===== config.mk =====
export PLATFORM = sky130hd
export DESIGN_NAME = mem_rmw_adapter_flat
export DESIGN_NICKNAME = d
export VERILOG_FILES = /design/src/rtl/mem_rmw_pkg.sv /design/src/rtl/mem_rmw_adapter_if.sv /design/src/rtl/mem_rmw_adapter.sv /design/src/flat_wrapper.sv
export SDC_FILE = /design/constraint.sdc
export NUM_CORES = 1
export LEC_CHECK = 0
export ABC_CLOCK_PERIOD_IN_PS = 3470
export CORE_ASPECT_RATIO = 1.2
export CORE_MARGIN = 2
export CORE_UTILIZATION = 46
export CTS_CLUSTER_SIZE = 14
export DETAILED_ROUTE_END_ITERATION = 8
export PLACE_DENSITY = 0.87
export SYNTH_ARGS = -nofsm -noshare
export SYNTH_HDL_FRONTEND = slang
export SYNTH_SLANG_ARGS = --single-unit

===== constraint.sdc =====
create_clock -name clk_i -period 3.47 [get_ports clk_i]
set_input_delay 0.347 -clock clk_i [delete_from_list [all_inputs] [get_ports clk_i]]
set_output_delay 0.347 -clock clk_i [all_outputs]
set_load 0.01 [all_outputs]

===== src/rtl/mem_rmw_pkg.sv =====
// Shared types and helpers for the read-modify-write SRAM adapter.
package mem_rmw_pkg;

  typedef enum logic [1:0] {
    IDLE   = 2'd0,
    RMW_RD = 2'd1,
    RMW_WR = 2'd2
  } state_e;

  function automatic logic [7:0] merge_byte(input logic [7:0] old_byte,
                                            input logic [7:0] new_byte,
                                            input logic       en);
    return en ? new_byte : old_byte;
  endfunction

endpackage


===== src/rtl/mem_rmw_adapter_if.sv =====
// Upstream request/response bus plus SRAM port of the RMW adapter.
interface mem_rmw_adapter_if #(
  parameter int unsigned AddrWidth = 13,
  parameter int unsigned DataWidth = 64
);
  localparam int unsigned StrbWidth = DataWidth / 8;

  logic                 req_i;
  logic                 gnt_o;
  logic                 we_i;
  logic [AddrWidth-1:0] addr_i;
  logic [DataWidth-1:0] wdata_i;
  logic [StrbWidth-1:0] strb_i;
  logic                 rvalid_o;
  logic [DataWidth-1:0] rdata_o;
  logic                 sram_req_o;
  logic                 sram_we_o;
  logic [AddrWidth-1:0] sram_addr_o;
  logic [DataWidth-1:0] sram_wdata_o;
  logic [DataWidth-1:0] sram_rdata_i;
  logic                 busy_o;

  modport slave (
    input  req_i, we_i, addr_i, wdata_i, strb_i, sram_rdata_i,
    output gnt_o, rvalid_o, rdata_o, sram_req_o, sram_we_o, sram_addr_o,
           sram_wdata_o, busy_o
  );

  modport master (
    output req_i, we_i, addr_i, wdata_i, strb_i, sram_rdata_i,
    input  gnt_o, rvalid_o, rdata_o, sram_req_o, sram_we_o, sram_addr_o,
           sram_wdata_o, busy_o
  );

endinterface


===== src/rtl/mem_rmw_adapter.sv =====
// Byte-strobe adapter in front of a full-word SRAM: partial writes become
// a read followed by a merged write; reads and full writes pass straight through.
//   state  | meaning
//   IDLE   | no access in flight, any request accepted
//   RMW_RD | old word arriving from SRAM, merged word written back
//   RMW_WR | partial-write response returned, new request may be accepted
module mem_rmw_adapter #(
  parameter int unsigned AddrWidth = 13,
  parameter int unsigned DataWidth = 64
) (
  input logic               clk_i,
  input logic               rst_i,
  mem_rmw_adapter_if.slave  bus
);
  import mem_rmw_pkg::*;

  localparam int unsigned StrbWidth = DataWidth / 8;

  state_e               state_q, state_d;
  logic [AddrWidth-1:0] addr_q, addr_d;
  logic [DataWidth-1:0] wdata_q, wdata_d;
  logic [StrbWidth-1:0] strb_q, strb_d;
  logic                 rvalid_q, rvalid_d;
  logic                 rsp_rd_q, rsp_rd_d;

  logic                 accept;
  logic                 is_read;
  logic                 is_full;
  logic                 is_zero;
  logic                 is_partial;
  logic                 rvalid;
  logic [DataWidth-1:0] merged;

  always_comb begin
    accept     = bus.req_i && (state_q != RMW_RD) && !rst_i;
    is_read    = !bus.we_i;
    is_full    = bus.we_i && (bus.strb_i == '1);
    is_zero    = bus.we_i && (bus.strb_i == '0);
    is_partial = bus.we_i && !is_full && !is_zero;
  end

  always_ff @(posedge clk_i) begin
    if (rst_i) begin
      state_q  <= IDLE;
      addr_q   <= '0;
      wdata_q  <= '0;
      strb_q   <= '0;
      rvalid_q <= 1'b0;
      rsp_rd_q <= 1'b0;
    end else begin
      state_q  <= state_d;
      addr_q   <= addr_d;
      wdata_q  <= wdata_d;
      strb_q   <= strb_d;
      rvalid_q <= rvalid_d;
      rsp_rd_q <= rsp_rd_d;
    end
  end

  always_comb begin
    state_d = state_q;
    unique case (state_q)
      IDLE, RMW_WR: state_d = (accept && is_partial) ? RMW_RD : IDLE;
      RMW_RD:       state_d = RMW_WR;
      default:      state_d = IDLE;
    endcase
  end

  always_comb begin
    addr_d   = addr_q;
    wdata_d  = wdata_q;
    strb_d   = strb_q;
    if (accept && is_partial) begin
      addr_d  = bus.addr_i;
      wdata_d = bus.wdata_i;
      strb_d  = bus.strb_i;
    end
    // Partial writes answer from RMW_RD, everything else one cycle after grant.
    rvalid_d = (accept && !is_partial) || (state_q == RMW_RD);
    rsp_rd_d = accept && is_read;
  end

  always_comb begin
    merged = '0;
    for (int k = 0; k < int'(StrbWidth); k++) begin
      merged[8*k +: 8] = merge_byte(bus.sram_rdata_i[8*k +: 8], wdata_q[8*k +: 8], strb_q[k]);
    end

    bus.gnt_o        = accept;
    bus.sram_req_o   = 1'b0;
    bus.sram_we_o    = 1'b0;
    bus.sram_addr_o  = '0;
    bus.sram_wdata_o = '0;
    if (!rst_i) begin
      if (state_q == RMW_RD) begin
        bus.sram_req_o   = 1'b1;
        bus.sram_we_o    = 1'b1;
        bus.sram_addr_o  = addr_q;
        bus.sram_wdata_o = merged;
      end else if (accept && !is_zero) begin
        bus.sram_req_o   = 1'b1;
        bus.sram_we_o    = is_full;
        bus.sram_addr_o  = bus.addr_i;
        bus.sram_wdata_o = is_full ? bus.wdata_i : '0;
      end
    end

    rvalid       = rvalid_q && !rst_i;
    bus.rvalid_o = rvalid;
    bus.rdata_o  = (rvalid && rsp_rd_q) ? bus.sram_rdata_i : '0;
    bus.busy_o   = (state_q != IDLE) && !rst_i;
  end

endmodule


===== src/flat_wrapper.sv =====
// flat-port wrapper written by rule: the top's interface ports become plain ports
module mem_rmw_adapter_flat import mem_rmw_pkg::*;
#(
  parameter int unsigned AddrWidth = 13,
  parameter int unsigned DataWidth = 64
)
  (clk_i, rst_i, bus_req_i, bus_we_i, bus_addr_i, bus_wdata_i, bus_strb_i, bus_sram_rdata_i, bus_gnt_o, bus_rvalid_o, bus_rdata_o, bus_sram_req_o, bus_sram_we_o, bus_sram_addr_o, bus_sram_wdata_o, bus_busy_o);
  mem_rmw_adapter_if #(.AddrWidth(AddrWidth), .DataWidth(DataWidth)) bus_i ();
  input logic clk_i;
  input logic rst_i;
  input wire logic [$bits(bus_i.req_i)-1:0] bus_req_i;
  input wire logic [$bits(bus_i.we_i)-1:0] bus_we_i;
  input wire logic [$bits(bus_i.addr_i)-1:0] bus_addr_i;
  input wire logic [$bits(bus_i.wdata_i)-1:0] bus_wdata_i;
  input wire logic [$bits(bus_i.strb_i)-1:0] bus_strb_i;
  input wire logic [$bits(bus_i.sram_rdata_i)-1:0] bus_sram_rdata_i;
  output wire logic [$bits(bus_i.gnt_o)-1:0] bus_gnt_o;
  output wire logic [$bits(bus_i.rvalid_o)-1:0] bus_rvalid_o;
  output wire logic [$bits(bus_i.rdata_o)-1:0] bus_rdata_o;
  output wire logic [$bits(bus_i.sram_req_o)-1:0] bus_sram_req_o;
  output wire logic [$bits(bus_i.sram_we_o)-1:0] bus_sram_we_o;
  output wire logic [$bits(bus_i.sram_addr_o)-1:0] bus_sram_addr_o;
  output wire logic [$bits(bus_i.sram_wdata_o)-1:0] bus_sram_wdata_o;
  output wire logic [$bits(bus_i.busy_o)-1:0] bus_busy_o;
  assign bus_i.req_i = bus_req_i;
  assign bus_i.we_i = bus_we_i;
  assign bus_i.addr_i = bus_addr_i;
  assign bus_i.wdata_i = bus_wdata_i;
  assign bus_i.strb_i = bus_strb_i;
  assign bus_i.sram_rdata_i = bus_sram_rdata_i;
  assign bus_gnt_o = bus_i.gnt_o;
  assign bus_rvalid_o = bus_i.rvalid_o;
  assign bus_rdata_o = bus_i.rdata_o;
  assign bus_sram_req_o = bus_i.sram_req_o;
  assign bus_sram_we_o = bus_i.sram_we_o;
  assign bus_sram_addr_o = bus_i.sram_addr_o;
  assign bus_sram_wdata_o = bus_i.sram_wdata_o;
  assign bus_busy_o = bus_i.busy_o;
  mem_rmw_adapter #(.AddrWidth(AddrWidth), .DataWidth(DataWidth)) u_core (.clk_i(clk_i), .rst_i(rst_i), .bus(bus_i));
endmodule

==> summary.txt, run 1 <==
Synthesis
  • Synthesized cell area: 0.00646 mm2
  • Net count after synthesis: 919
  • Proportion of synthesized chip area in sequential cells: 0.276
  • Cell count after synthesis: 766
  • Yosys cell types: 29
  • Mean area per synthesized cell: 8.44 um2
  • Number of synthesized register bits: 89
  • Synthesis Warnings: 0

Clocking
  • Number of sinks driven by the clock tree: 89
  • CTS Hold Buffers Added: 0
  • Buffers inserted during post-CTS setup optimization: 0
  • Root Driver: clkbuf_16
  • CTS tree: yes
  • Buffer levels on the longest clock path: 2
  • H-tree depth reported by CTS: 3
  • Reg clk slew, reported paths: 70 ps
  • Clock latency at the later pin of the worst-skew pair: 340 ps
  • Inserted Clock Buffers: 9
  • Post-CTS sizing: 0

Worst setup path
  • Reg-to-reg setup timing slack: 1240 ps
  • Data required, critical path: 3120 ps
  • Element type at the critical path end: primary output
  • Category of the critical setup timing path: reg -> out
  • Crit start category: register
  • Largest fanout on the critical path: 49
  • Critical path arrival: 2850 ps

GRT
  • Global routing usage on met1: 0.323
  • Gr usage total: 0.265
  • Total overflow reported by the global router: 0
  • Largest net degree at the start of global routing: 89
  • Global routing met2 resource utilization: 0.465
  • Initial antenna violation count: 0
  • Gr busiest metal: met2
  • Global-route track usage on met3: 0.0434
  • Via count of the first global-routing pass: 6289
  • Wire length of the first global-routing pass: 32.6 mm

Final layout
  • Cell area after layout: 0.00970 mm2
  • Final core area utilization: 0.705
  • Share of final-layout standard cells stronger than drive strength 1: 0.125
  • Fin cells: 1179
  • Final-stage net count: 1156
  • Synthesis-to-layout area growth: 50.2%
  • Antenna diode count: 0

Power and ir drop
  • Lkg Pwr: 4.13 nW
  • Overall Power: 2.76 mW
  • Peak VDD IR: 0.000241 V
  • Pwr per Cell Area: 284 mW/mm2

Timing
  • Max-slew violations: 0
  • Worst-case hold slack: 494 ps
  • Post-layout min period: 3190 ps
  • Total setup violations reported at the end of the flow: 0
  • Final sum of negative setup slack: 0 ps
  • Relative slew slack: 0.252
  • Fin. Hold Viols: 0
  • Setup repair after global routing missed its margin: no
  • Highest Clock Rate: 0.313 GHz
  • Setup WS post-layout: 277 ps
  • Pin slew with the least headroom to its limit: 1120 ps
  • Clock tree skew after final layout: 6.75 ps
  • Final cycle utilization of the critical path: 0.920

Placed design
  • Placer Congestion: 0.877
  • Port buffer count: 298
  • Pre-CTS worst setup slack: 461 ps
  • HPWL reported at the end of detailed placement: 14.3 mm
  • Cell area after placement: 0.00940 mm2
  • Post-Place Cells: 1163

Die
  • DIE AREA: 0.0150 mm2
  • Core area: 0.0138 mm2
  • Row Count: 47
  • Boundary pin count: 299
  • DIE WIDTH: 112 um
  • Initial Util: 0.470
  • Die height: 134 um

Hold path
  • Class of the most critical hold timing path: reg -> reg

Detailed routing
  • Total via count after detailed routing: 6603
  • DRC violation count after routing: 0
  • Per-cell routed wire length: 17.8 um
  • Iteration count of the initial detailed-routing pass: 5
  • Violation count after the first detailed-routing iteration: 420
  • Total Wirelength: 20.9 mm
  • Post-DRT Antenna Nets: 0
  • Routed vias/inst: 5.60

Status
  • Result of the run: completed

Run
  • Number of max-capacitance violations reported: 0
[worst max-delay path: stages (launching register included)]
cell             delay (ps)
dfxtp_1                 420
nand2b_4                320
nor2_1                  960
a22o_1                  250
clkdlybuf4s50_1         560
[cell usage in the layout (no fill, tap or decap), types with 2 or more instances in the layout]
cell type        synthesis  final
a22o_1                  13     13
a31oi_1                 64     64
and3_1                 128    128
buf_12                   4      5
buf_4                    4     10
clkbuf_16                0      9
clkdlybuf4s50_1          0    296
clkinv_4                 0      2
clkinvlp_4               0      2
dfxtp_1                 89     88
mux2_2                  46     46
mux2_4                  39     39
mux2i_1                 64     64
nand2b_4                 1      2
nand4_1                  2      2
nor2_1                 135    134
nor2_4                   1      2
nor2b_1                 87     86
nor3_1                   2      2
[cells by family after synthesis]
group,after synthesis,synth area share
simple gates,363,0.303
mux,149,0.270
flops,89,0.276
buf+inv,86,0.0689
compound gates,79,0.0821
[cell type report]
cell class | instances | area, um2
multi-input combinational | 591 | 4260
fill | 1086 | 4060
timing repair buffer | 312 | 3140
sequential | 89 | 1780
clock buffer | 10 | 239
tap | 171 | 214
clock inverter | 6 | 67.6
[registers in the layout, indices dropped and copies added (netlist names)]
signal           count
u_core.wdata_q      64
u_core.strb_q        8
u_core.rsp_rd_q      1
u_core.state_q       2
u_core.addr_q       13
u_core.rvalid_q      1
[synthesized netlist by cell type]
cell type / n / area [um2]
nor2_1: 135 / 507
and3_1: 128 / 801
dfxtp_1: 89 / 1780
nor2b_1: 87 / 544
a31oi_1: 64 / 400
mux2i_1: 64 / 641
clkbuf_1: 55 / 206
mux2_2: 46 / 518
mux2_4: 39 / 586
a22o_1: 13 / 114
buf_2: 13 / 65.1
buf_1: 7 / 26.3
buf_12: 4 / 80.1
buf_4: 4 / 30.0
buf_6: 2 / 22.5
nand4_1: 2 / 12.5
nor3_1: 2 / 10.0
a211oi_1: 1 / 7.51
a31o_2: 1 / 8.76
and2_1: 1 / 6.26
buf_8: 1 / 15.0
nand2_1: 1 / 3.75
nand2b_1: 1 / 6.26
nand2b_4: 1 / 13.8
nand4b_1: 1 / 8.76
nand4b_4: 1 / 23.8
nor2_4: 1 / 11.3
nor4_1: 1 / 6.26
or2_2: 1 / 6.26
[metal layers]
layer / routed length (um) / vias up
li1: - / 3173
met4: 533 / 0
met5: 0 / -
met1: 8600 / 3134
met3: 1270 / 32
met2: 10500 / 264
[where the power goes]
group	switching (mW)	leakage, nW	internal, mW
sequential	0.0543	0.729	1.08
clock	0.430	0.145	0.579
combinational	0.242	3.25	0.371
[path summary, 6_finish.rpt]
check	startpoint	to	cells past startpoint
max	u_core.state_q[0]	bus_sram_addr_o[9]	4
min	u_core.state_q[0]	u_core.state_q[0]	1
max reg2reg	u_core.state_q[0]	u_core.wdata_q[9]	5
min reg2reg	u_core.state_q[0]	u_core.state_q[0]	1
No activity file was read; power rests on OpenSTA's default activity.
==> run 2: changes to the inputs <==
--- a/config.mk
+++ b/config.mk
@@ -5,13 +5,13 @@
 export SDC_FILE = /design/constraint.sdc
 export NUM_CORES = 1
 export LEC_CHECK = 0
-export ABC_CLOCK_PERIOD_IN_PS = 3470
+export ABC_CLOCK_PERIOD_IN_PS = 3200
 export CORE_ASPECT_RATIO = 1.2
 export CORE_MARGIN = 2
-export CORE_UTILIZATION = 46
+export CORE_UTILIZATION = 42
 export CTS_CLUSTER_SIZE = 14
 export DETAILED_ROUTE_END_ITERATION = 8
-export PLACE_DENSITY = 0.87
+export PLACE_DENSITY = 0.8
 export SYNTH_ARGS = -nofsm -noshare
 export SYNTH_HDL_FRONTEND = slang
 export SYNTH_SLANG_ARGS = --single-unit
==> constraint.sdc (replaced) <==
create_clock -name clk_i -period 3.2 [get_ports clk_i]
set_input_delay 0.32 -clock clk_i [delete_from_list [all_inputs] [get_ports clk_i]]
set_output_delay 0.32 -clock clk_i [all_outputs]
set_load 0.01 [all_outputs]
==> run 2 against run 1 <==
Global-route usage decreased by 0.91 points. Worst setup slack got worse by 52 ps. Cell count grew 3.1%. Highest routed layer unchanged.
==> summary.txt, run 2 (synthesis results as in run 1) <==
Detailed routing
  • Total Wirelength: 21.3 mm (+1.8%)
  • Violation count after the first detailed-routing iteration: 435 (+3.6%)
  • Total via count after detailed routing: 6479 (-1.9%)
  • Iteration count of the initial detailed-routing pass: 5 (unchanged)
  • Routed vias/inst: 5.33 (-4.9%)
  • DRC violation count after routing: 0 (unchanged)
  • Per-cell routed wire length: 17.5 um (-1.3%)
  • Post-DRT Antenna Nets: 0 (unchanged)

Worst setup path
  • Data required, critical path: 2880 ps (-240 ps)
  • Element type at the critical path end: primary output
  • Crit start category: input port
  • Slowest cell on the critical path: clkdlybuf4s50_1
  • Cell Chain, Critical Path: clkdlybuf4s50_1 > nor4_1 > buf_4 > nand4b_1 > and2_4 > or2_2 > clkdlybuf4s50_1
  • CP max stage delay: 480 ps (-480 ps)
  • Largest fanout on the critical path: 15 (-69%)
  • Crit-path most repeated cell: clkdlybuf4s50_1
  • Category of the critical setup timing path: in -> out
  • Critical path arrival: 2650 ps (-200 ps)

Timing
  • Setup repair after global routing missed its margin: no
  • Post-layout min period: 2970 ps
  • Highest Clock Rate: 0.336 GHz
  • Max-slew violations: 0 (unchanged)
  • Total setup violations reported at the end of the flow: 0 (unchanged)
  • Fin. Hold Viols: 0 (unchanged)
  • Worst-case hold slack: 461 ps (-33.0 ps)
  • Final cycle utilization of the critical path: 0.930
  • Setup WS post-layout: 225 ps (-52.3 ps)
  • Pin slew with the least headroom to its limit: 935 ps (-182 ps)
  • Final sum of negative setup slack: 0 ps (unchanged)
  • Relative slew slack: 0.376 (+0.124)
  • Clock tree skew after final layout: 8.85 ps (+2.10 ps)

Power and ir drop
  • Lkg Pwr: 4.19 nW (+1.4%)
  • Pwr per Cell Area: 325 mW/mm2 (+14%)
  • Clock network power share: 0.406 (+0.040)
  • Seq pwr share: 0.385 (-0.026)
  • Overall Power: 3.20 mW (+16%)
  • Internal cell power: 2.42 mW (+19%)
  • Switching Fraction: 0.243 (-0.0208)
  • Combinational share of power: 0.209 (-0.013)
  • Peak VDD IR: 0.000289 V (+20%)
  • Net switching power: 0.776 mW (+6.8%)

Placed design
  • Placer Congestion: 0.801 (-8.6%)
  • Cell area after placement: 0.00947 mm2 (+0.76%)
  • HPWL reported at the end of detailed placement: 14.7 mm (+3.3%)
  • Post-Place Cells: 1200 (+3.2%)
  • Pre-CTS worst setup slack: -23.8 ps (-485 ps)
  • Port buffer count: 298 (unchanged)

Die
  • DIE WIDTH: 117 um (+4.5%)
  • Boundary pin count: 299 (unchanged)
  • Row Count: 49 (+4.3%)
  • DIE AREA: 0.0164 mm2 (+9.2%)
  • Core area: 0.0150 mm2 (+9.2%)
  • Die height: 140 um (+4.5%)
  • Initial Util: 0.430 (-0.0394)

Final layout
  • Cell area after layout: 0.00984 mm2 (+1.4%)
  • Antenna diode count: 0 (unchanged)
  • Fin cells: 1216 (+3.1%)
  • Most flop-heavy register: u_core.wdata_q
  • Synthesis-to-layout area growth: 52.3%
  • Number of flip-flops under the largest register name: 64 (unchanged)
  • Filler instances: 1266 (+17%)
  • Biggest regs: u_core.wdata_q x64, u_core.addr_q x13, u_core.strb_q x8
  • Most common cell after layout, fill and taps aside: clkdlybuf4s50_1
  • Share of final-layout standard cells stronger than drive strength 1: 0.129 (+0.00445)
  • Commonest non-fill, non-tap cells in the layout: clkdlybuf4s50_1, nor2_1, and3_1, dfxtp_1, nor2b_1
  • Flip-flop and latch area: 0.00178 mm2 (unchanged)
  • Area used by multi-input combinational logic: 0.00426 mm2 (about the same)
  • Final-stage net count: 1160 (+0.35%)
  • Final core area utilization: 0.655 (-0.0502)

GRT
  • Via count of the first global-routing pass: 6384 (+1.5%)
  • Largest net degree at the start of global routing: 106 (+19%)
  • Initial antenna violation count: 0 (unchanged)
  • Gr usage total: 0.256 (-0.00911)
  • Total overflow reported by the global router: 0 (unchanged)
  • Wire length of the first global-routing pass: 33.6 mm (+2.9%)

Clocking
  • CTS Hold Buffers Added: 0 (unchanged)
  • H-tree depth reported by CTS: 3 (unchanged)
  • Inserted Clock Buffers: 9 (unchanged)
  • CTS tree: yes
  • Clock latency at the later pin of the worst-skew pair: 340 ps (about the same)
  • Reg clk slew, reported paths: 60 ps (about the same)
  • Root Driver: clkbuf_16
  • Number of sinks driven by the clock tree: 89 (unchanged)
  • Buffer levels on the longest clock path: 2 (unchanged)

Run
  • Number of max-capacitance violations reported: 0 (unchanged)

Hold path
  • Class of the most critical hold timing path: in -> reg

Status
  • Result of the run: completed
-- run 2: timing repair --
action                                  in CTS  in global routing
endpoints found under the setup margin       1                  1
gates resized for setup                      1                  1
pin swaps                                    0                  0
setup buffers                                0                  0
-- run 2: final timing paths --
check                            end         startpoint  cells after the start  slack (ps)
setup / recovery      bus_sram_req_o      bus_strb_i[2]                      7         230
setup reg to reg  u_core.wdata_q[54]  u_core.state_q[0]                      6        1120
hold reg to reg    u_core.state_q[0]  u_core.state_q[0]                      1         490
hold / removal       u_core.rvalid_q           bus_we_i                      3         460
-- run 2: cell type report --
type | count | share of cell area
Sequential cell | 89 | 0.181
Tap cell | 204 | 0.0259
Clock buffer | 9 | 0.0229
Multi-Input combinational cell | 591 | 0.433
Clock inverter | 7 | 0.0145
Timing Repair Buffer | 316 | 0.322
-- run 2: power by group through the flow --
stage	registers (mW)	logic, mW	clock network, mW
after floorplan	1.21	0.375	0
after global placement	1.25	0.655	0
after detailed placement	1.25	0.665	0
after CTS	1.23	0.669	1.33
after global routing	1.24	0.720	1.37
final	1.23	0.668	1.30
-- run 2: critical path, delay by kind of cell --
family        cells  cell delay [ps]
buf+inv           3             1120
simple gates      4             1190
-- run 2: per-layer routing --
| layer | vias to the layer above | wire length, um | global-route usage |
|---|---|---|---|
| li1 | 3183 | - | - |
| met1 | 3004 | 8800 | 0.325 |
| met2 | 256 | 10400 | 0.418 |
| met3 | 36 | 1560 | 0.0531 |
| met4 | 0 | 605 | 0.101 |
| met5 | - | 0 | 0 |
==> run 3: changes to the inputs <==
--- a/config.mk
+++ b/config.mk
@@ -12,6 +12,7 @@
 export CTS_CLUSTER_SIZE = 14
 export DETAILED_ROUTE_END_ITERATION = 8
 export PLACE_DENSITY = 0.8
+export REMOVE_ABC_BUFFERS = 1
 export SYNTH_ARGS = -nofsm -noshare
 export SYNTH_HDL_FRONTEND = slang
 export SYNTH_SLANG_ARGS = --single-unit
==> run 3 against run 2 <==
Flip-flop and latch count unchanged. Sequential power about the same. Clock skew down 4.4 ps. Wire length down 0.42%. Clock power down 18%. Critical endpoint unchanged. Register-to-register slack worse by 120 ps. Clock-buffer cell count unchanged. Sequential share of layout area up 0.16 points.
==> summary.txt, run 3 (synthesis results as in run 1) <==
Worst setup path
  • Slowest cell on the critical path: clkdlybuf4s50_1
  • Critical path buffers and inverters: 2 (-1)
  • Crit-path most repeated cell: clkdlybuf4s50_1
  • CP top delay family: simple AND/OR/NAND/NOR gates
  • Crit start category: input port
  • Category of the critical setup timing path: in -> out
  • Cell Chain, Critical Path: clkdlybuf4s50_1 > nor4_1 > nand4b_1 > and2_1 > or2_2 > clkdlybuf4s50_1
  • Critical path arrival: 2680 ps (+30 ps)
  • Crit path launch: bus_strb_i[2]
  • Data required, critical path: 2880 ps (about the same)
  • Largest fanout on the critical path: 15 (unchanged)
  • Element type at the critical path end: primary output
  • CP max stage delay: 500 ps (+20 ps)
  • Beginning of the worst register-to-register path: u_core.state_q[0]

Clocking
  • Reg clk slew, reported paths: 60 ps (about the same)
  • Root Driver: clkbuf_16
  • Clock latency at the later pin of the worst-skew pair: 350 ps (about the same)
  • Buffer levels on the longest clock path: 2 (unchanged)
  • H-tree depth reported by CTS: 3 (unchanged)
  • Buffers inserted during post-CTS setup optimization: 0 (unchanged)
  • Inserted Clock Buffers: 9 (unchanged)
  • Number of sinks driven by the clock tree: 89 (unchanged)
  • CTS tree: yes
  • Post-CTS sizing: 0 (-1)
  • CTS Hold Buffers Added: 0 (unchanged)

Timing
  • Final cycle utilization of the critical path: 0.937 (+0.00748)
  • Fin. Hold Viols: 0 (unchanged)
  • Relative slew slack: 0.359 (-0.0171)
  • Setup repair after global routing missed its margin: no
  • Clock tree skew after final layout: 4.46 ps (-4.40 ps)
  • Highest Clock Rate: 0.333 GHz (-0.80%)
  • Total setup violations reported at the end of the flow: 0 (unchanged)
  • Pin slew with the least headroom to its limit: 961 ps (+25.7 ps)
  • Post-layout min period: 3000 ps (+23.9 ps)
  • Max-slew violations: 0 (unchanged)

Detailed routing
  • Total via count after detailed routing: 6433 (-0.71%)
  • DRC violation count after routing: 0 (unchanged)
  • Violation count after the first detailed-routing iteration: 398 (-8.5%)
  • Routed vias/inst: 5.30 (-0.46%)
  • Post-DRT Antenna Nets: 0 (unchanged)
  • Iteration count of the initial detailed-routing pass: 4 (-1)
  • Total Wirelength: 21.2 mm (-0.42%)
  • Per-cell routed wire length: 17.5 um (-0.17%)

Die
  • Boundary pin count: 299 (unchanged)
  • Row Count: 49 (unchanged)
  • DIE WIDTH: 117 um (unchanged)
  • DIE AREA: 0.0164 mm2 (unchanged)
  • Core area: 0.0150 mm2 (unchanged)
  • Die height: 140 um (unchanged)
  • Initial Util: 0.430 (unchanged)

Power and ir drop
  • Peak VDD IR: 0.000262 V (-9.2%)
  • Pwr per Cell Area: 303 mW/mm2 (-6.6%)
  • Overall Power: 2.96 mW (-7.4%)
  • Lkg Pwr: 4.13 nW (-1.4%)

Placed design
  • Port buffer count: 298 (unchanged)
  • HPWL reported at the end of detailed placement: 14.4 mm (-2.2%)
  • Post-Place Cells: 1197 (-0.25%)
  • Placer Congestion: 0.818 (+2.1%)

GRT
  • Gr usage total: 0.250 (-0.00527)
  • Largest net degree at the start of global routing: 95 (-10%)
  • Via count of the first global-routing pass: 6146 (-3.7%)
  • Initial antenna violation count: 0 (unchanged)
  • Total overflow reported by the global router: 0 (unchanged)
  • Wire length of the first global-routing pass: 32.8 mm (-2.3%)

Hold path
  • Class of the most critical hold timing path: in -> reg
  • Critical hold path startpoint: rst_i

Final layout
  • Antenna diode count: 0 (unchanged)
  • Share of final-layout standard cells stronger than drive strength 1: 0.126 (-0.00358)
  • Final-stage net count: 1157 (-0.26%)
  • Commonest non-fill, non-tap cells in the layout: clkdlybuf4s50_1, nor2_1, and3_1, dfxtp_1, nor2b_1
  • Synthesis-to-layout area growth: 51.0%
  • Fin cells: 1213 (-0.25%)
  • Number of flip-flops under the largest register name: 64 (unchanged)
  • Filler instances: 1233 (-2.6%)
  • Most flop-heavy register: u_core.wdata_q
  • Most common cell after layout, fill and taps aside: clkdlybuf4s50_1
  • Biggest regs: u_core.wdata_q x64, u_core.addr_q x13, u_core.strb_q x8

Run
  • Number of max-capacitance violations reported: 0 (unchanged)

Status
  • Result of the run: completed
==> run 3: cell count changes in the layout (fill, tap and decap cells not counted), sizes merged <==
| cell | change |
|---|---|
| buf | -3 |
| bufinv | -3 |
| clkinvlp | +3 |
==> run 3: path summary, 6_finish.rpt <==
| path | slack, ps | end | depth (start not counted) |
|---|---|---|---|
| worst max-delay path | 200 | bus_sram_req_o | 6 |
| worst min-delay path | 360 | u_core.rsp_rd_q | 3 |
| worst max register to register | 1000 | u_core.wdata_q[56] | 6 |
| worst min register to register | 490 | u_core.state_q[0] | 1 |
==> run 3: layer usage <==
metal,routed length [um],global-route usage
met1,8730,0.312
met2,10600,0.422
met3,1470,0.0536
met4,443,0.0854
met5,0,0
==> run 3: where the power goes <==
part           switching (mW)  internal [mW]
Clock                   0.462          0.604
Combinational           0.260          0.404
Sequential             0.0604           1.17
Total                   0.782           2.18
==> run 3: worst reg2reg max path, delay by kind of cell (launching register included) <==
| family | cells | cell delay (ps) |
|---|---|---|
| AND/OR/NAND/NOR | 3 | 710 |
| flip-flops | 1 | 410 |
| buffers and inverters | 2 | 590 |
| multiplexers | 1 | 390 |
==> run 3: layout make-up <==
class                      count  area [um2]  share of cell area
timing repair buffer         313        3160               0.324
tap                          204         255              0.0262
multi-input combinational    591        4260               0.436
clock inverter                 7        71.3             0.00731
clock buffer                   9         225              0.0231
sequential                    89        1780               0.183
==> run 3: stage by stage <==
stage	worst slack, ps	area (um2)	hold WS (ps)	TNS, ps	util
finish	201	9760	356	0	0.649
global route	44.5	9760	360	0	0.649
detailed placement	202	9460	476	0	0.630
CTS	195	9760	352	0	0.649
global placement	219	9460	463	0	0.630
floorplan	-1070	6020	393	-102200	-
